$ cat config.mk
export PLATFORM = sky130hd
export DESIGN_NAME = fetch_stage
export DESIGN_NICKNAME = d
export VERILOG_FILES = /design/src/rtl/wisc_pkg.sv /design/src/rtl/cla16b.sv /design/src/rtl/fetch_skid.sv /design/src/rtl/fetch_stage.sv
export SDC_FILE = /design/constraint.sdc
export NUM_CORES = 1
export LEC_CHECK = 0
export CELL_PAD_IN_SITES_DETAIL_PLACEMENT = 0
export CELL_PAD_IN_SITES_GLOBAL_PLACEMENT = 2
export CORE_ASPECT_RATIO = 0.75
export CORE_UTILIZATION = 30
export DETAILED_ROUTE_END_ITERATION = 7
export GPL_TIMING_DRIVEN = 0
export PLACE_DENSITY = 0.73
export SETUP_SLACK_MARGIN = 0.02
export SYNTH_ARGS = -nofsm -noshare
export SYNTH_HDL_FRONTEND = slang
export SYNTH_SLANG_ARGS = --single-unit
$ cat constraint.sdc
create_clock -name clk -period 3.64 [get_ports clk]
set_clock_uncertainty 0.15 [all_clocks]
set_input_delay 0.546 -clock clk [delete_from_list [all_inputs] [get_ports clk]]
set_output_delay 0.546 -clock clk [all_outputs]
set_load 0.01 [all_outputs]
$ cat src/rtl/wisc_pkg.sv
// Shared fetch-stage types: NOP encoding, fetch FSM states and the IF/ID bundle.
package wisc_pkg;

    localparam int unsigned WORD_W = 16;
    localparam logic [WORD_W-1:0] NOP_INSTR = 16'h0800;

    typedef enum logic [1:0] {
        IDLE,
        FETCH,
        DRAIN,
        HALTED
    } fetch_state_t;

    typedef struct packed {
        logic [WORD_W-1:0] instr;
        logic [WORD_W-1:0] pc2;
        logic              valid;
    } ifid_t;

endpackage

$ cat src/rtl/cla16b.sv
// 16-bit carry-lookahead adder (4-bit lookahead groups), wraps modulo 2^16.
module cla16b (
    input  logic [15:0] a,
    input  logic [15:0] b,
    input  logic        cin,
    output logic [15:0] sum
);
    logic [15:0] p;
    logic [15:0] c;
    logic [14:0] g;
    logic [3:0]  gc;

    assign p     = a ^ b;
    assign g     = a[14:0] & b[14:0];
    assign gc[0] = cin;

    for (genvar k = 0; k < 4; k++) begin : g_grp
        localparam int B = 4 * k;
        assign c[B]   = gc[k];
        assign c[B+1] = g[B] | (p[B] & gc[k]);
        assign c[B+2] = g[B+1] | (p[B+1] & g[B]) | (p[B+1] & p[B] & gc[k]);
        assign c[B+3] = g[B+2] | (p[B+2] & g[B+1]) | (p[B+2] & p[B+1] & g[B])
                      | (p[B+2] & p[B+1] & p[B] & gc[k]);
        // The top group's carry-out is dropped, so only groups 0..2 need a lookahead term.
        if (k < 3) begin : g_la
            assign gc[k+1] = g[B+3] | (p[B+3] & g[B+2]) | (p[B+3] & p[B+2] & g[B+1])
                           | (p[B+3] & p[B+2] & p[B+1] & g[B])
                           | (p[B+3] & p[B+2] & p[B+1] & p[B] & gc[k]);
        end
    end

    assign sum = p ^ c;

endmodule

$ cat src/rtl/fetch_skid.sv
// One-entry skid buffer for the IF/ID bundle; clear wins over load, load over unload.
module fetch_skid
    import wisc_pkg::*;
(
    input  logic  clk,
    input  logic  rst_n,
    input  logic  load_i,
    input  logic  unload_i,
    input  logic  clear_i,
    input  ifid_t entry_i,
    output ifid_t entry_o,
    output logic  full_o
);
    ifid_t entry_q;
    logic  full_q;

    always_ff @(posedge clk or negedge rst_n) begin
        if (!rst_n) begin
            full_q  <= 1'b0;
            entry_q <= '{instr: NOP_INSTR, pc2: '0, valid: 1'b0};
        end else if (clear_i) begin
            full_q  <= 1'b0;
            entry_q <= '{instr: NOP_INSTR, pc2: '0, valid: 1'b0};
        end else if (load_i) begin
            full_q  <= 1'b1;
            entry_q <= entry_i;
        end else if (unload_i) begin
            full_q  <= 1'b0;
        end
    end

    assign entry_o = entry_q;
    assign full_o  = full_q;

endmodule

$ cat src/rtl/fetch_stage.sv
// Instruction fetch: PC -> imem handshake -> IF/ID register, one cycle after ImemDone.
// Decode stalls park one response in a skid entry; requests pause while it is occupied.
module fetch_stage
    import wisc_pkg::*;
#(
    parameter int unsigned     AW  = 16,
    parameter logic [AW-1:0]   NOP = NOP_INSTR
) (
    input  logic          clk,
    input  logic          rst,
    input  logic [AW-1:0] FetchPc,
    input  logic          Stall,
    input  logic          Flush,
    input  logic          Halt,
    output logic          ImemReq,
    output logic [AW-1:0] ImemAddr,
    input  logic          ImemDone,
    input  logic [AW-1:0] ImemData,
    output logic          FetchStall,
    output logic [AW-1:0] IfIdInstr,
    output logic [AW-1:0] IfIdPc2,
    output logic          IfIdValid,
    output logic          Err
);
    fetch_state_t  state_q;
    ifid_t         ifid_q, ifid_d, skid_entry, fetched, bubble;
    logic          err_q;
    logic [AW-1:0] drain_addr_q;
    logic [AW-1:0] pc2;
    logic          skid_full, skid_load, skid_unload, skid_clear;
    logic          in_fetch, misaligned, req, resp;

    assign in_fetch   = (state_q == FETCH);
    assign misaligned = in_fetch & FetchPc[0];
    assign req        = (in_fetch & ~skid_full & ~FetchPc[0]) | (state_q == DRAIN);
    assign resp       = req & ImemDone;

    assign ImemReq    = req;
    // A drain keeps presenting the squashed address even though the pc stage has already redirected.
    assign ImemAddr   = (state_q == DRAIN) ? drain_addr_q : FetchPc;
    assign FetchStall = ~(in_fetch & resp);

    cla16b u_pc2_add (
        .a   (FetchPc),
        .b   (16'h0002),
        .cin (1'b0),
        .sum (pc2)
    );

    assign fetched = '{instr: ImemData, pc2: pc2, valid: 1'b1};
    assign bubble  = '{instr: NOP, pc2: ifid_q.pc2, valid: 1'b0};

    always_comb begin
        ifid_d      = ifid_q;
        skid_load   = 1'b0;
        skid_unload = 1'b0;
        skid_clear  = 1'b0;
        if (Flush || misaligned) begin
            ifid_d     = bubble;
            skid_clear = 1'b1;
        end else if (skid_full) begin
            if (!Stall) begin
                ifid_d      = skid_entry;
                skid_unload = 1'b1;
            end
        end else if (in_fetch && resp) begin
            if (Stall && ifid_q.valid) skid_load = 1'b1;
            else                       ifid_d    = fetched;
        end else if (!Stall) begin
            ifid_d = bubble;
        end
    end

    fetch_skid u_skid (
        .clk      (clk),
        .rst_n    (rst),
        .load_i   (skid_load),
        .unload_i (skid_unload),
        .clear_i  (skid_clear),
        .entry_i  (fetched),
        .entry_o  (skid_entry),
        .full_o   (skid_full)
    );

    always_ff @(posedge clk or negedge rst) begin
        if (!rst) begin
            state_q      <= IDLE;
            ifid_q       <= '{instr: NOP, pc2: '0, valid: 1'b0};
            err_q        <= 1'b0;
            drain_addr_q <= '0;
        end else begin
            ifid_q <= ifid_d;
            case (state_q)
                IDLE: state_q <= Halt ? HALTED : FETCH;
                FETCH: begin
                    if (FetchPc[0]) begin
                        err_q   <= 1'b1;
                        state_q <= HALTED;
                    end else if (Flush && req && !ImemDone) begin
                        state_q      <= DRAIN;
                        drain_addr_q <= FetchPc;
                    end else if (Halt && (!req || ImemDone)) begin
                        state_q <= HALTED;
                    end
                end
                DRAIN: if (ImemDone) state_q <= Halt ? HALTED : FETCH;
                default: state_q <= HALTED;
            endcase
        end
    end

    assign IfIdInstr = ifid_q.instr;
    assign IfIdPc2   = ifid_q.pc2;
    assign IfIdValid = ifid_q.valid;
    assign Err       = err_q;

endmodule

== Yosys cells after proc, flatten, opt, wreduce, memory -nomap -nowiden ==
Cells that the tools add are included.
Widths: inputs -> output; s select.
Operators by class
  bitwise logic cells: 41
  mux-type cells: 26
  equality and inequality tests: 10
  reductions and logical operators: 18
Operators by type and width (number)
  $mux 33: 8
  $and 1x1->1: 34
  $mux 16: 1
  $xor 16x16->16: 1
  $mux 1: 11
  $mux 2: 5
  $pmux 2 s3: 1
  $reduce_and 3->1: 2
  $logic_and 1x1->1: 5
  $not 1->1: 5
  $reduce_and 5->1: 1
  $ne 2x1->1 const B: 2
  $ne 2x2->1 const B: 2
  $ne 4x2->1 const B: 1
  $ne 4x3->1 const B: 1
  $reduce_and 2->1: 2
  $reduce_bool 2->1: 2
  $ne 3x1->1 const B: 1
  $ne 3x3->1 const B: 1
  $reduce_bool 3->1: 1
  $eq 2x1->1 const B: 1
  $eq 2x2->1 const B: 1
  $logic_not 1->1: 2
  $logic_not 2->1: 1
  2 further kinds: 3
Word-level totals
  flip-flop bits (word level): 85
  word-level logic and storage cells: 105
  output and inout bits: 52

== Logic depth before layout (Yosys ltp) ==
Gate-level depths: netlist of run 1.
  word-level depth: 11
  depth in mapped cells: 7
  gate-level depth less buffers: 7

== By module ==
Synthesis of run 1 repeated with hierarchy kept, for this count alone.
Unflattened totals
  cells, all modules: 377
  area, all modules: 4668.2 sq um
Modules (own cells, without submodules)
  fetch_stage: area each 2625.0 sq um, times used 1, cells an instance 192, sequential area each 1277.5 sq um
  fetch_skid: area each 1397.6 sq um, times used 1, cells an instance 111, sequential area each 852.1 sq um
  cla16b: area each 645.6 sq um, times used 1, cells an instance 74, sequential area each 0.0 sq um

== Least setup slack after synthesis of run 1 ==
No wires, ideal clock.
  path kind: input-to-reg
  start point: in FetchPc[6]
  end point: reg ifid_q (netlist bit IfIdPc2[12])
  arrival: 1.832 ns
  library setup time: 0.127 ns
  required time: 3.363 ns
  path slack: 1.531 ns
  stages: 6
  path through: nand3_1 nor3_1 and3_1 ha_1 a22o_1 mux2_1
On the way
  word-level cells in the longest chain between the ends: 9
Ends and longest elaborated chain
  start: declaration: line fetch_stage.sv:11  | input logic [AW-1:0] FetchPc,
  $and 1x1->1 (2 in a row)
  $and 1x1->1 (3 in a row): line cla16b.sv:28  | | (p[B+3] & p[B+2] & p[B+1] & p[B] & gc[k]);
  $xor 16x16->16: line cla16b.sv:32  | assign sum = p ^ c;
  $mux 33: line fetch_stage.sv:67  | if (Stall && ifid_q.valid) skid_load = 1'b1;
  $mux 33: line fetch_stage.sv:66  | end else if (in_fetch && resp) begin
  $mux 33: line fetch_stage.sv:61  | end else if (skid_full) begin
  end signal: assignment: line fetch_stage.sv:88  | ifid_q <= '{instr: NOP, pc2: '0, valid: 1'b0};
  end signal: assignment: line fetch_stage.sv:92  | ifid_q <= ifid_d;
  end: declaration: line fetch_stage.sv:26  | ifid_t ifid_q, ifid_d, skid_entry, fetched, bubble;
Every way passes these cells. The select of a mux whose other input is x is not followed.
A chain may end at the register's enable or synchronous reset.

== Final worst setup path of run 1 ==
  start point: reg state_q[1]
  end point: out ImemAddr[3]
On the way
  word-level cells in the longest chain between the ends: 2
Ends and longest elaborated chain
  start: declaration: line fetch_stage.sv:25  | fetch_state_t state_q;
  start signal: assignment: line fetch_stage.sv:94  | IDLE: state_q <= Halt ? HALTED : FETCH;
  start signal: assignment: line fetch_stage.sv:106  | DRAIN: if (ImemDone) state_q <= Halt ? HALTED : FETCH;
  $eq 2x2->1: line fetch_stage.sv:40  | assign ImemAddr = (state_q == DRAIN) ? drain_addr_q : FetchPc;
  $mux 16: line fetch_stage.sv:40
  end: declaration: line fetch_stage.sv:16  | output logic [AW-1:0] ImemAddr,
Every way passes these cells.

==> summary.md, run 1 <==
| Metric | Value |
|---|---|
| Synth Flop Type | `dfrtp_1` |
| Rel. slew slack | `between 50% and 60%` |
| Share of the synthesized area in the top cell type | `52.2%` |
| Fin area | `approximately 5400 µm²` |
| Layout cells sized above 1 | `roughly an eighth` |
| Clock root buffer | `clkbuf_16` |
| DRC | `1` |
| Worst IR Drop VDD | `0.234 mV` |
| Cells after Synth | `352` |
| Netlist cell types | `46` |
| Post-route setup TNS | `0 ns` |
| FF+latch count, synth | `85` |
| CP Capture Type | `output pin` |
| Syn. warnings | `0` |
| Failing checks | `design-rule violations` |
| Run status | `finished, violations left` |
| Setup-violating endpoint count in the final report | `0` |
| Overall Power | `2050 µW` |
| Sequential element share of the synthesized area | `a little over half` |
| Antenna cells | `0` |
| HPWL after DPL | `about 8000 µm` |
| CTS tree | `built` |
| Post-CTS setup buffer count | `0` |
| Core area | `13000 µm²` |
| Nets | `495` |
| Num CTS Buffers | `9` |
| Hold_buf cts | `0` |
| LEAKAGE | `0.00239 µW` |
| Worst-margin pin slew | `0.665 ns` |
| Gpl congestion | `0.791` |
| Initial antenna violation count | `0` |
| Crit path required time | `2.94 ns` |
| WS Path Type | `reg2out` |
| Initial Utilization | `30.7%` |
| Die Height | `102 µm` |
| Pwr dens | `379 nW/µm²` |
| # H-tree levels | `3` |
| Maximum Capacitance Violations | `0` |
| Crit path max fanout | `10` |
| DP Area | `5110 µm²` |
| Number of top-level pins | `90` |
| Iteration-0 DRC count of the detailed router | `179` |
| Synth Area per Inst | `~11 µm²` |
| Leading area contributor after synthesis | `dfrtp_1` |
| RSZ-0062 raised after global routing | `no` |
| Total die area | `13700 µm²` |
| Crit path time final | `3.20 ns` |
| First-pass GRT wire length | `17600 µm` |
| Syn Nets | `394` |
| Utilization after layout | `41.6%` |
| Vias per Instance | `5.01` |
| F_max | `313 MHz` |
| GR Util All Layers | `roughly 17%` |
| Total Wirelength | `11000 µm` |
| Post-Layout Cell Count | `between 600 and 700` |
| Post-CTS Resized | `0` |
| Clk buf depth | `2` |
| Most common cell in the synthesized netlist | `dfrtp_1` |
| Clk_lat worst skew | `roughly 0.34 ns` |
| CP startpoint kind | `flop` |
| Period utilization | `87.8%` |
| Avg WL per Cell | `17.5 µm` |
| Synth top area cells | `dfrtp_1, a22o_1, mux2_2` |
| Area grow syn2layout | `35.8%` |
| Die W | `135 µm` |
| Via count | `3153` |
| # rows | `36` |
| WP data arrival | `between 2 and 3 ns` |
| Reg2Reg Depth | `7` |
| Async S/R FF share, synth | `100%` |
| Post-placement cell count | `613` |
| Worst hold path type | `in2async` |
| Pin count of the biggest net entering global routing | `52` |
| Final hold vios | `0` |
| Post-Syn Area | `3980 µm²` |
| EDFF count, synth | `0` |
| CTS clk-pin slew, worst paths | `0.07 ns` |
| Routed Antenna Nets | `0` |
| Gr ovfl total | `0` |
| Fin. max-slew vios | `0` |
| Number of global-route vias before repair | `3176` |
| Post-synth top cells | `dfrtp_1, nand2_1, a22o_1` |
| 1st-pass router iterations | `7` |
| Clk sinks | `85` |
| PortBufs | `89` |
cells by family (layout without fill, tap and decap cells):
family          Yosys count  after routing  synth area share [%]
compound gates          101            101                  20.2
xor+xnor                  8              8                  1.76
fa+ha+maj                 4              4                  1.26
buf+inv                  35            141                  4.47
flops                    85             85                  53.6
mux                      25             25                  6.99
simple gates             94             94                  11.8
cell type report:
class                      instances  area, µm²
timing repair buffer              90        916
clock buffer                      11        253
buffer                            25        140
sequential                        85       2130
tap                              171        214
inverter                          10       37.5
fill                            1243       7570
multi-input combinational        232       1670
clock inverter                     5       42.5
power by group:
part / switching (µW) / internal, µW / total, µW
clock network: 403 / 506 / 910
registers: 4.81 / 954 / 959
logic: 92.5 / 84.5 / 177
cells in the final DEF, fill, tap and decap left out, types with 5 or more instances in the layout:
cell             count
clkdlybuf4s50_1     88
dfrtp_1             83
nand2_1             52
a22o_1              35
o2bb2ai_1           20
mux2_2              19
a22oi_1             17
clkbuf_1            11
inv_1               10
o21ai_0              9
clkbuf_16            9
nand3_1              7
buf_2                7
buf_4                5
nor2_1               5
xor2_1               5
critical path, cell delays in order, from the launching register on:
cell and delay (ns):
dfrtp_1 0.46, nor2b_1 0.16, clkbuf_1 0.35, clkbuf_1 0.45, nand2_1 0.11, nand2_1 0.09, clkdlybuf4s50_1 0.54
per-stage QoR:
stage,setup slack (ns),hold slack (ns)
4_1_cts,0.366,0.0257
6_report,0.443,0.00561
2_1_floorplan,1.53,0.100
3_5_place_dp,0.497,0.302
5_1_grt,0.195,0.0428
3_3_place_gp,-1.38,0.300
sequential cells by signal, summed over array words and instances (netlist names):
signal / flops
u_skid.full_o: 1
IfIdInstr: 16
IfIdPc2: 16
u_skid.entry_o: 33
Err: 1
state_q: 2
drain_addr_q: 15
IfIdValid: 1
final timing paths:
path	from	end	slack, ns
worst max-delay path	state_q[1]	ImemAddr[3]	0.44
worst min-delay path	rst	IfIdInstr[2]	0.006
worst max register to register	state_q[1]	IfIdPc2[9]	1.32
worst min register to register	u_skid.entry_o[28]	u_skid.entry_o[28]	0.31
max in group asynchronous	rst	u_skid.entry_o[16]	2.69
min in group clk	u_skid.entry_o[28]	u_skid.entry_o[28]	0.31
metal layers:
layer	share of wire, %	wire, µm	vias to the layer above	GRT usage (%)
met4	0.86	95	0	4.06
li1	-	-	1499	-
met3	4.4	486	8	4.05
met5	0	0	-	0
met1	54	5890	1568	26.2
met2	41	4530	78	23.6
Power figures use the tool's default switching activity.
==> inputs of run 2 (changes only) <==
- GPL_TIMING_DRIVEN: 0 -> default
- SETUP_SLACK_MARGIN: 0.02 -> 0.4
==> run 2 against run 1 <==
  * The flow now finishes without violations
  * Hold slack gained 0.041 ns
  * Largest cell class unchanged
  * Final cell count is 2.4% lower
  * Flip-flop and latch count did not move
  * Critical endpoint is now FetchStall
  * Global-route usage decreased by 1.0 points
  * Critical path depth decreased by 1
  * Highest routed layer unchanged
==> summary.md, run 2 (synthesis gave the netlist of run 1 again) <==
| Metric | Value |
|---|---|
| Reg2reg setup slack | `1.08 ns (was 1.32 ns)` |
| LEAKAGE | `0.00238 µW (was 0.00239 µW)` |
| Most used cell, CP | `clkdlybuf4s50_1` |
| Clk buf depth | `2 (unchanged)` |
| Initial antenna violation count | `0 (unchanged)` |
| Most common cell after layout, fill and taps aside | `clkdlybuf4s50_1 (unchanged)` |
| M2 GR Usage | `23.2% (was 23.6%)` |
| CTS clk-pin slew, worst paths | `0.06 ns (was 0.07 ns)` |
| Hold_buf cts | `0 (unchanged)` |
| Clk sinks | `85 (unchanged)` |
| Pwr dens | `409 nW/µm² (was 379 nW/µm²)` |
| Worst IR Drop VDD | `0.234 mV (about the same)` |
| Crit path required time | `2.94 ns (about the same)` |
| Pre-CTS setup slack | `0.541 ns (was 0.497 ns)` |
| Area grow syn2layout | `35.4% (was 35.8%)` |
| Nets | `480 (was 495)` |
| Run status | `finished clean (was finished, violations left)` |
| Fin area | `5380 µm² (was 5400 µm²)` |
| CP Capture Type | `output pin (unchanged)` |
| Vias per Instance | `5.00 (was 5.01)` |
| PortBufs | `89 (unchanged)` |
| GR Util All Layers | `16.0% (was 17.0%)` |
| Layout cells sized above 1 | `12.2% (was 12.4%)` |
| Gr ovfl total | `0 (unchanged)` |
| Avg WL per Cell | `16.9 µm (was 17.5 µm)` |
| Routed Antenna Nets | `0 (unchanged)` |
| Total die area | `13700 µm² (unchanged)` |
| Period utilization | `81.9% (was 87.8%)` |
| Worst setup margin | `0.658 ns (was 0.443 ns)` |
| 1st-pass router iterations | `4 (was 7)` |
| M1 GR Usage | `23.3% (was 26.2%)` |
| Crit path time final | `2.98 ns (was 3.20 ns)` |
| Rel. slew slack | `38.2% (was 55.3%)` |
| Hold slack | `0.0465 ns (was 0.00561 ns)` |
| DRC | `0 (was 1)` |
| Iteration-0 DRC count of the detailed router | `137 (was 179)` |
| Post-CTS Resized | `0 (unchanged)` |
| Post-route setup TNS | `0 ns (unchanged)` |
| Max reg flops | `33 (unchanged)` |
| Post-Layout Cell Count | `614 (was 629)` |
| Crit path max fanout | `6 (was 10)` |
| Setup-violating endpoint count in the final report | `0 (unchanged)` |
| Post-CTS setup buffer count | `0 (unchanged)` |
| CTS tree | `built (unchanged)` |
| Die Height | `102 µm (unchanged)` |
| Post-placement cell count | `598 (was 613)` |
| Total Wirelength | `10400 µm (was 11000 µm)` |
| RSZ-0062 raised after global routing | `no (unchanged)` |
| WP data arrival | `2.29 ns (was 2.50 ns)` |
| Slowest stage cell on the critical path | `clkdlybuf4s50_1 (unchanged)` |
| Cell chain of the critical path | `clkdlybuf4s50_1, nor4b_4, and2_1, inv_1, clkdlybuf4s50_1 (was nor2b_1, clkbuf_1, clkbuf_1, nand2_1, nand2_1, clkdlybuf4s50_1)` |
| CP startpoint kind | `primary input (was flop)` |
| Die W | `135 µm (unchanged)` |
| Worst-margin pin slew | `0.926 ns (was 0.665 ns)` |
| Number of global-route vias before repair | `3077 (was 3176)` |
| Most frequent cells in the layout | `clkdlybuf4s50_1, dfrtp_1, nand2_1 (unchanged)` |
| Via count | `3071 (was 3153)` |
| Maximum Capacitance Violations | `0 (unchanged)` |
| Initial Utilization | `30.7% (unchanged)` |
| F_max | `335 MHz (was 313 MHz)` |
| Core area | `13000 µm² (unchanged)` |
| M3 GR Usage | `3.50% (was 4.05%)` |
| Worst hold path type | `in2async (unchanged)` |
| Clk_lat worst skew | `0.34 ns (about the same)` |
| Global route hottest layer | `met1 (unchanged)` |
| Fin. max-slew vios | `0 (unchanged)` |
| Antenna cells | `0 (unchanged)` |
| # H-tree levels | `3 (unchanged)` |
| WS Path Type | `in2out (was reg2out)` |
| Gpl congestion | `0.737 (was 0.791)` |
| Num CTS Buffers | `9 (unchanged)` |
| Final hold vios | `0 (unchanged)` |
| HPWL after DPL | `7200 µm (was 7930 µm)` |
| First-pass GRT wire length | `16600 µm (was 17600 µm)` |
| Number of top-level pins | `90 (unchanged)` |
| CP max stage delay | `0.51 ns (was 0.54 ns)` |
| Pin count of the biggest net entering global routing | `47 (was 52)` |
| Clock root buffer | `clkbuf_16 (unchanged)` |
| DP Area | `5040 µm² (was 5110 µm²)` |
| # rows | `36 (unchanged)` |
run 2: changes by cell type in the layout (fill, tap and decap cells not counted), moves of 2 or more:
cell       previous run  this run
clkbuf_8              2         0
clkbuf_1             11         0
buf_4                 5        12
buf_2                 7         0
bufinv_16             0         3
buf_6                 3         0
run 2: path summary, 6_finish.rpt:
check,from,to,depth (start not counted)
setup / recovery,FetchPc[0],FetchStall,5
hold / removal,rst,IfIdInstr[1],1
setup reg to reg,state_q[1],u_skid.entry_o[6],5
hold reg to reg,u_skid.entry_o[28],u_skid.entry_o[28],2
max in group asynchronous,rst,drain_addr_q[4],2
min in group clk,u_skid.entry_o[28],u_skid.entry_o[28],2
run 2: layer usage:
layer	vias to the layer above	wire, µm
li1	1469	-
met2	66	4370
met4	0	140
met5	-	0
met3	14	423
met1	1522	5450
run 2: through the flow:
stage | power (µW) | util, %
after global routing | 2290 | 41.5
after CTS | 2240 | 41.5
after floorplan | 1030 | -
after global placement | 1150 | 38.8
after detailed placement | 1150 | 38.8
final | 2200 | 41.5
run 2: layout make-up:
type / instances / area [µm²]
Clock inverter: 7 / 121
Inverter: 10 / 37.5
Multi-Input combinational cell: 232 / 1680
Fill cell: 1263 / 7590
Sequential cell: 85 / 2130
Clock buffer: 9 / 225
Tap cell: 171 / 214
Timing Repair Buffer: 100 / 971
run 2: where the power goes:
| part | internal (µW) | switching, µW |
|---|---|---|
| sequential | 954 | 5.27 |
| clock | 674 | 398 |
| combinational | 81.3 | 89.5 |
run 2: critical path, delay by kind of cell:
family	cells	cell delay (ns)
and+or+nand+nor	2	0.62
buffers and inverters	3	1.12
==> inputs of run 3 (changes only) <==
- CORE_UTILIZATION: 30 -> 29
- PLACE_DENSITY: 0.73 -> 0.74
- clock period: 3.64 -> 2.61 ns (I/O delays scaled with it)
==> run 3 against run 2 <==
  * Clock power is 22% higher
  * Global-route usage rose by 1.5 points
  * Sequential share of layout area is 2.1 points lower
  * Critical endpoint is now IfIdPc2[9]
  * Design area grew 5.7%
  * Setup slack worse by 0.28 ns
  * Register-to-register slack lost 0.56 ns
  * Hold slack improved by 0.27 ns
  * First-iteration DRC count down 12%
==> summary.md, run 3 (synthesis gave the netlist of run 1 again) <==
| Metric | Value |
|---|---|
| Run status | `finished clean (unchanged)` |
| Seq pwr share | `45.9% (was 43.6%)` |
| Gr ovfl total | `0 (unchanged)` |
| Fin. max-slew vios | `0 (unchanged)` |
| Iteration-0 DRC count of the detailed router | `120 (was 137)` |
| Area grow syn2layout | `43.1% (was 35.4%)` |
| Final hold vios | `0 (unchanged)` |
| Crit path required time | `2.68 ns (was 2.94 ns)` |
| Clk sinks | `85 (unchanged)` |
| Clk_lat worst skew | `0.33 ns (was 0.34 ns)` |
| Worst hold path type | `reg2reg (was in2async)` |
| Gpl congestion | `0.761 (was 0.737)` |
| Maximum Capacitance Violations | `0 (unchanged)` |
| Die W | `137 µm (was 135 µm)` |
| Clk pwr share | `45.1% (was 48.7%)` |
| Post-Layout Cell Count | `653 (was 614)` |
| Crit path time final | `2.23 ns` |
| PortBufs | `89 (unchanged)` |
| Num CTS Buffers | `9 (unchanged)` |
| F_max | `448 MHz` |
| Antenna cells | `0 (unchanged)` |
| Logic pwr share | `9.0% (was 7.8%)` |
| Sw power | `704 µW (was 493 µW)` |
| Post-route setup TNS | `0 ns (unchanged)` |
| CTS tree | `built (unchanged)` |
| # H-tree levels | `3 (unchanged)` |
| CP Capture Type | `flop (was output pin)` |
| Nets | `519 (was 480)` |
| Setup-violating endpoint count in the final report | `0 (unchanged)` |
| Core area | `13200 µm² (was 13000 µm²)` |
| Post-placement cell count | `621 (was 598)` |
| Switching share of total power | `24.2% (was 22.4%)` |
| DRC | `0 (unchanged)` |
| Clock root buffer | `clkbuf_16 (unchanged)` |
| Initial Utilization | `30.1% (was 30.7%)` |
| Total Wirelength | `11700 µm (was 10400 µm)` |
| Crit path max fanout | `6 (unchanged)` |
| # rows | `36 (unchanged)` |
| Max reg flops | `33 (unchanged)` |
| Worst-margin pin slew | `0.524 ns (was 0.926 ns)` |
| Initial antenna violation count | `0 (unchanged)` |
| Number of top-level pins | `90 (unchanged)` |
| CP max stage delay | `0.55 ns (was 0.51 ns)` |
| WP data arrival | `2.30 ns (was 2.29 ns)` |
| WS Path Type | `in2reg (was in2out)` |
| Period utilization | `between 80% and 90%` |
| Number of global-route vias before repair | `3286 (was 3077)` |
| GR Util All Layers | `17.5% (was 16.0%)` |
| CTS clk-pin slew, worst paths | `0.07 ns (was 0.06 ns)` |
| Avg WL per Cell | `17.9 µm (was 16.9 µm)` |
| Pwr dens | `512 nW/µm² (was 409 nW/µm²)` |
| Most common cell after layout, fill and taps aside | `dfrtp_1 (was clkdlybuf4s50_1)` |
| 1st-pass router iterations | `4 (unchanged)` |
| Layout cells sized above 1 | `21.8% (was 12.2%)` |
| Filler cell count | `1256 (was 1263)` |
| Vias per Instance | `5.08 (was 5.00)` |
| Cell chain of the critical path | `clkdlybuf4s50_1, nand3_1, buf_4, nor3_1, ha_1, xor2_1, a22o_1, mux2_1 (was clkdlybuf4s50_1, nor4b_4, and2_1, inv_1, clkdlybuf4s50_1)` |
| Clk buf depth | `2 (unchanged)` |
| Via count | `3315 (was 3071)` |
| LEAKAGE | `0.00265 µW (was 0.00238 µW)` |
| Utilization after layout | `43.1% (was 41.5%)` |
| Pint | `2210 µW (was 1710 µW)` |
| First-pass GRT wire length | `18400 µm (was 16600 µm)` |
| Worst IR Drop VDD | `0.282 mV (was 0.234 mV)` |
| HPWL after DPL | `7830 µm (was 7200 µm)` |
| Rel. slew slack | `65.1% (was 38.2%)` |
| Total die area | `14200 µm² (was 13700 µm²)` |
| Most frequent cells in the layout | `dfrtp_1, clkdlybuf4s50_1, nand2_1 (was clkdlybuf4s50_1, dfrtp_1, nand2_1)` |
| RSZ-0062 raised after global routing | `yes (was no)` |
| CP startpoint kind | `primary input (unchanged)` |
| Routed Antenna Nets | `0 (unchanged)` |
| Pin count of the biggest net entering global routing | `42 (was 47)` |
| Slowest stage cell on the critical path | `clkdlybuf4s50_1 (unchanged)` |
| Die Height | `103 µm (was 102 µm)` |
-- run 3: cell types whose count changed in the layout (fill, tap and decap cells not counted), moves of 3 or more --
cell             previous run  this run
dlymetal6s2s_1              0         3
buf_12                      0         3
buf_4                      12        42
clkbuf_2                    0         6
clkdlybuf4s50_1            88        68
buf_6                       0         4
inv_6                       1         4
dlygate4sd2_1               0        10
-- run 3: worst paths after layout --
path                       cells past startpoint               start  slack, ns                  to
setup / recovery                               8          FetchPc[4]       0.38          IfIdPc2[9]
hold / removal                                 2  u_skid.entry_o[28]       0.31  u_skid.entry_o[28]
setup reg to reg                               6       u_skid.full_o       0.52          IfIdPc2[9]
hold reg to reg                                2  u_skid.entry_o[28]       0.31  u_skid.entry_o[28]
max in group asynchronous                      3                 rst       1.24  u_skid.entry_o[28]
min in group asynchronous                      2                 rst       0.43        IfIdInstr[0]
-- run 3: through the flow --
step | hold WS, ns | area, µm² | setup WS [ns] | total power [µW]
after floorplan | -0.0541 | 3980 | 0.569 | 1440
after global placement | 0.250 | 5250 | 0.0394 | 1630
after global routing | 0.343 | 5690 | 0.325 | 3040
final | 0.313 | 5690 | 0.380 | 2910
after CTS | 0.314 | 5670 | 0.262 | 2960
after detailed placement | 0.260 | 5250 | 0.0502 | 1640
-- run 3: power by group through the flow --
stage                     Clock [µW]  Combinational [µW]  Sequential [µW]
after floorplan                    0                73.1             1360
after CTS                       1360                 268             1340
final                           1310                 263             1340
after global placement             0                 272             1360
after detailed placement           0                 274             1360
after global routing            1410                 289             1340
-- run 3: timing repair --
action | in CTS | in global routing
hold endpoints to repair | 35 | 0
gates cloned | 4 | 0
gates resized for setup | 36 | 18
hold buffers | 1 | 0
buffers inserted | 9 | 2
endpoints found under the setup margin | 18 | 10
pin swaps | 1 | 1
-- run 3: area by class of cell --
cell class | instances | area [µm²] | share of cell area [%]
flip-flops and latches | 85 | 2130 | 37.5
multi-input cells | 233 | 1730 | 30.5
repair buffers | 138 | 1270 | 22.3
clock buffers | 9 | 225 | 3.96
well taps | 171 | 214 | 3.76
clock inverters | 7 | 77.6 | 1.36
inverters | 10 | 37.5 | 0.659
-- run 3: per-layer routing --
metal / global-route usage [%] / part of all wire, % / wire [µm] / up-vias
li1: - / - / - / 1554
met1: 26.5 / 52 / 6110 / 1679
met2: 24.3 / 42 / 4880 / 75
met3: 4.53 / 5.2 / 611 / 7
met4: 4.31 / 0.60 / 70 / 0
met5: 0 / 0 / 0 / -
-- run 3: worst max-delay path: cells and delay by family --
kind	cells	cell delay [ns]
adder cells (fa/ha/maj)	1	0.21
XOR/XNOR	1	0.11
buffers and inverters	2	0.75
AO/OA/AOI/OAI	1	0.21
AND/OR/NAND/NOR	2	0.34
multiplexers	1	0.29
==> patch 1, RTL diff (settings of run 2) <==
Encoding of `fetch_state_t`: now one-hot (4 bits for 4 states).
--- a/src/rtl/wisc_pkg.sv
+++ b/src/rtl/wisc_pkg.sv
@@ -6,7 +6,7 @@
 
-    typedef enum logic [1:0] {
-        IDLE,
-        FETCH,
-        DRAIN,
-        HALTED
+    typedef enum logic [3:0] {
+        IDLE   = 4'b0001,
+        FETCH  = 4'b0010,
+        DRAIN  = 4'b0100,
+        HALTED = 4'b1000
     } fetch_state_t;
Function: same outputs for any inputs over 4 cycles, from zero or initial values and one cycle with rst low; so few cycles prove little.
==> patch 1 against run 2 <==
First-iteration DRC count up 56%. Setup slack worse by 0.10 ns. Power down 0.13%. Sequential cell count up 2. Die area up 2.4%. Cell area up 1.6%. Routed wire length up 1.1%. Synthesized area up 2.4%.
==> patch 1: results (changes against run 2) <==
- Outcome: finished clean (unchanged)
- Met3 wire length: 559 µm (was 423 µm)
- Total GRT Usage: 16.0% (about the same)
- Placed inst area: 5140 µm² (was 5040 µm²)
- Layout fillers: 1,261 (was 1,263)
- GRT met1 Usage: 23.8% (was 23.3%)
- Vias per cell: 5.09 (was 5.00)
- R2R cell count: 4 (was 5)
- M1 WL: 5320 µm (was 5450 µm)
- Post-synth top cells: 84 x dfrtp_1, 66 x nand2_1, 30 x o2bb2ai_1 (was 83 x dfrtp_1, 52 x nand2_1, 35 x a22o_1)
- Final net count: 498 (was 480)
- Global-route wire length before repair: 17,100 µm (was 16,600 µm)
- PnR Total Power: 2200 µW (about the same)
- Top cells by area, synth: dfrtp_1 52%, o2bb2ai_1 6.5%, nand2_1 6.1% (was dfrtp_1 52%, a22o_1 7.7%, mux2_2 5.4%)
- Met2 wire length: 4570 µm (was 4370 µm)
- HPWL Detailed: 7360 µm (was 7200 µm)
- Maximum vdd drop: 0.215 mV (was 0.234 mV)
- DRC marker count from the first detailed-route iteration: 214 (was 137)
- Post-synthesis sequential area ratio: 53.6% (about the same)
- Met3 usage: 4.72% (was 3.50%)
- Syn_nets: 414 (was 394)
- DR vias: 3,215 (was 3,071)
- Share of cells above drive strength 1: 11.3% (was 12.2%)
- Pleak: 0.00233 µW (was 0.00238 µW)
- Combinational share of power: 9.1% (was 7.8%)
- Placed cells: 616 (was 598)
- DP Worst Slack: 0.674 ns (was 0.541 ns)
- Largest net degree at the start of global routing: 50 (was 47)
- R2R Path End: drain_addr_q[6] (was u_skid.entry_o[6])
- Avg Synthesized Cell Area: 10.9 µm² (was 11.3 µm²)
- Sw Ratio: 21.6% (was 22.4%)
- GP Congestion: 0.781 (was 0.737)
- Max FO, Critical Path: 16 (was 6)
- WL per Instance: 16.6 µm (was 16.9 µm)
- Vias in the first global route: 3,088 (was 3,077)
patch 1: changes by cell type in the layout (fill, tap and decap cells not counted), sizes merged, moves of 3 or more:
cell / delta
a21oi: +9
a22o: -34
a31oi: +8
a32o: +16
clkbuf: +4
inv: +3
mux2: -6
nand2: +14
nand2b: -4
nor2b: -3
o21ai: -3
o2bb2ai: +10
xnor2: +3
patch 1: cell families (layout without fill, tap and decap cells):
logic type,count (synthesis),after routing,synth area share (%)
muxes,17,17,5.59
xor gates and xnor gates,10,10,2.15
and+or+nand+nor,104,104,12.3
buffers and inverters,42,131,4.36
DFF,87,87,53.6
other,1,1,0.0921
adders and majority gates,4,4,1.23
AOI/OAI and AO/OA,107,107,20.7
patch 1: area by class of cell:
class / instances / area, µm² / share of cell area, %
multi-input combinational: 243 / 1720 / 31.4
tap: 171 / 214 / 3.91
clock buffer: 13 / 260 / 4.76
inverter: 14 / 52.6 / 0.961
sequential: 87 / 2180 / 39.9
timing repair buffer: 101 / 978 / 17.9
clock inverter: 3 / 65.1 / 1.19
patch 1: stage by stage:
stage / hold slack (ns) / util (%)
floorplan: 0.100 / -
global placement: 0.298 / 39.2
detailed placement: 0.295 / 39.2
CTS: 0.0972 / 41.7
global route: 0.123 / 41.7
finish: 0.0816 / 41.7
patch 1: how the worst max path moves through the flow:
stage	from	endpoint	slack, ns
after floorplan	Stall	IfIdPc2[1]	1.36
after global placement	FetchPc[0]	FetchStall	0.79
after detailed placement	FetchPc[0]	u_skid.entry_o[6]	0.67
after CTS	state_q[1]	ImemAddr[0]	0.52
after global routing	state_q[1]	ImemReq	0.42
final	state_q[1]	ImemAddr[0]	0.56
patch 1: worst max-delay path, stage by stage, from the launching register on:
cell and delay, ns:
dfrtp_1 0.42, or4b_1 0.86, and2_1 0.30, clkdlybuf4s50_1 0.47
==> patch 2, RTL diff (settings of run 2) <==
Made on the original files. Register the output `Err` once more; this adds one clock of latency there. The other outputs are not delayed to match.
--- a/src/rtl/fetch_stage.sv
+++ b/src/rtl/fetch_stage.sv
@@ -114,3 +114,5 @@
     assign IfIdValid = ifid_q.valid;
-    assign Err       = err_q;
+    always_ff @(posedge clk) begin
+        Err <= err_q;
+    end
 
Formal check against the unedited RTL: not equivalent (Yosys sat finds a counterexample within 4 cycles, from zero or initial values and one cycle with rst low).
==> patch 2 against run 2 <==
Sequential cell count is 1 higher. Power is 0.76% higher. Cell area up 0.49%. Die area up 0.49%. Synthesized area is 0.50% higher. Setup slack got worse by 0.094 ns. Utilization is 0.20 points higher. Routed wire length grew 1.3%. Largest cell class unchanged. Largest power group unchanged.
==> patch 2: results (changes against run 2) <==
- WP data arrival: 2.38 ns (was 2.29 ns)
- HPWL Detailed: 7350 µm (was 7200 µm)
- Vias in the first global route: 2,990 (was 3,077)
- Post-synth top cells: 83 x dfrtp_1, 52 x nand2_1, 35 x a22o_1 (unchanged)
- Cts-stage hold buffer count: 0 (unchanged)
- IO Port Bufs: 89 (unchanged)
- GP Congestion: 0.748 (was 0.737)
- Reg clk slew, reported paths: 0.06 ns (about the same)
- Clk buf depth: 2 (unchanged)
- DRC marker count from the first detailed-route iteration: 233 (was 137)
- Hold Path Class: in2async (unchanged)
- Clock latency on the worst-skew pair: 0.35 ns
- Maximum vdd drop: 0.224 mV (was 0.234 mV)
- Clock root buffer: clkbuf_16 (unchanged)
- Post-CTS Setup Inserts: 0 (unchanged)
- Initial antenna violation count: 0 (unchanged)
- Final net count: 482 (was 480)
- Yosys cell types: 47 (was 46)
- Total GRT Usage: 16.1% (was 16.0%)
- Cts bufs inserted: 9 (unchanged)
- H-tree depth: 3 (unchanged)
- Crit-path max cell delay: 0.51 ns (about the same)
- Worst path slowest cell: clkdlybuf4s50_1 (unchanged)
- Fraction of registers with async set/reset: 98.8% (was 100%)
- Pleak: 0.00239 µW (was 0.00238 µW)
- Max FFs per register: 33 (unchanged)
- Max FO, Critical Path: 6 (unchanged)
- Top_reg_cell synth: dfrtp_1 (unchanged)
- Yosys warning count: 0 (unchanged)
- Top cells by area, synth: dfrtp_1 52%, a22o_1 7.7%, mux2_2 5.4% (unchanged)
- Syn_nets: 395 (was 394)
- Largest net degree at the start of global routing: 42 (was 47)
- Global-route wire length before repair: 16,600 µm (about the same)
- Vias per cell: 5.09 (was 5.00)
- Actual slew at the worst max-slew pin: 1.00 ns (was 0.926 ns)
- Share of cells above drive strength 1: 12.4% (was 12.2%)
- Placed inst area: 5060 µm² (was 5040 µm²)
- Post-cts sizing count: 0 (unchanged)
- Antenna diode count: 0 (unchanged)
- Router iterations before antenna repair: 5 (was 4)
- Post-synthesis sequential area ratio: 53.8% (was 53.6%)
- Outcome: finished clean (unchanged)
- WL per Instance: 17.1 µm (was 16.9 µm)
==> patch 2: changes by cell type after synthesis, sizes merged <==
cell,delta
dfxtp,+1
==> patch 2: critical path: cells and delay by family <==
family                 cells  cell delay, ns
buffers and inverters      3            1.15
and+or+nand+nor            2            0.68
==> patch 2: kinds of logic after synthesis <==
kind of cell             Yosys count  synth area share (%)
AO/OA/AOI/OAI                    101                  20.1
AND/OR/NAND/NOR                   94                  11.7
flip-flops                        86                  53.8
buffers and inverters             35                  4.45
multiplexers                      25                  6.95
XOR/XNOR                           8                  1.75
adder cells (fa/ha/maj)            4                  1.25
==> patch 2: final timing paths <==
path                            start       endpoint  slack, ns  depth (start not counted)
setup reg to reg           state_q[1]     IfIdPc2[5]       0.99                          5
hold / removal                    rst   IfIdInstr[2]       0.03                          1
min in group clk                err_q            Err       0.23                          0
max in group asynchronous         rst  IfIdInstr[11]       2.55                          2
setup / recovery           FetchPc[0]     FetchStall       0.56                          5
hold reg to reg                 err_q            Err       0.23                          0
==> patch 2: area by class of cell <==
cell class | instances | area [µm²]
flip-flops and latches | 86 | 2150
inverters | 10 | 37.5
multi-input cells | 232 | 1680
repair buffers | 101 | 978
fillers | 1242 | 7560
well taps | 171 | 214
clock inverters | 7 | 120
clock buffers | 9 | 225
==> patch 2: power breakdown <==
part           switching [µW]  internal, µW  leakage (µW)
clock network             399           674      0.000166
logic                    91.1          82.1       0.00107
registers                6.23           966       0.00116
total                     497          1720       0.00239
==> patch 2: metal layers <==
metal	GRT usage, %	routed length, µm	share of wire (%)	vias to the layer above
met4	5.62	161	1.5	0
met2	21.2	4140	39	95
li1	-	-	-	1474
met3	3.92	642	6.1	16
met1	24.9	5580	53	1551
met5	0	0	0	-
==> patch 2: per-stage QoR <==
step                worst slack, ns  power, µW  std cells
global placement              0.560       1160        600
global route                  0.509       2290        616
CTS                           0.577       2250        616
floorplan                      1.53       1040        353
finish                        0.564       2220        616
detailed placement            0.445       1170        600
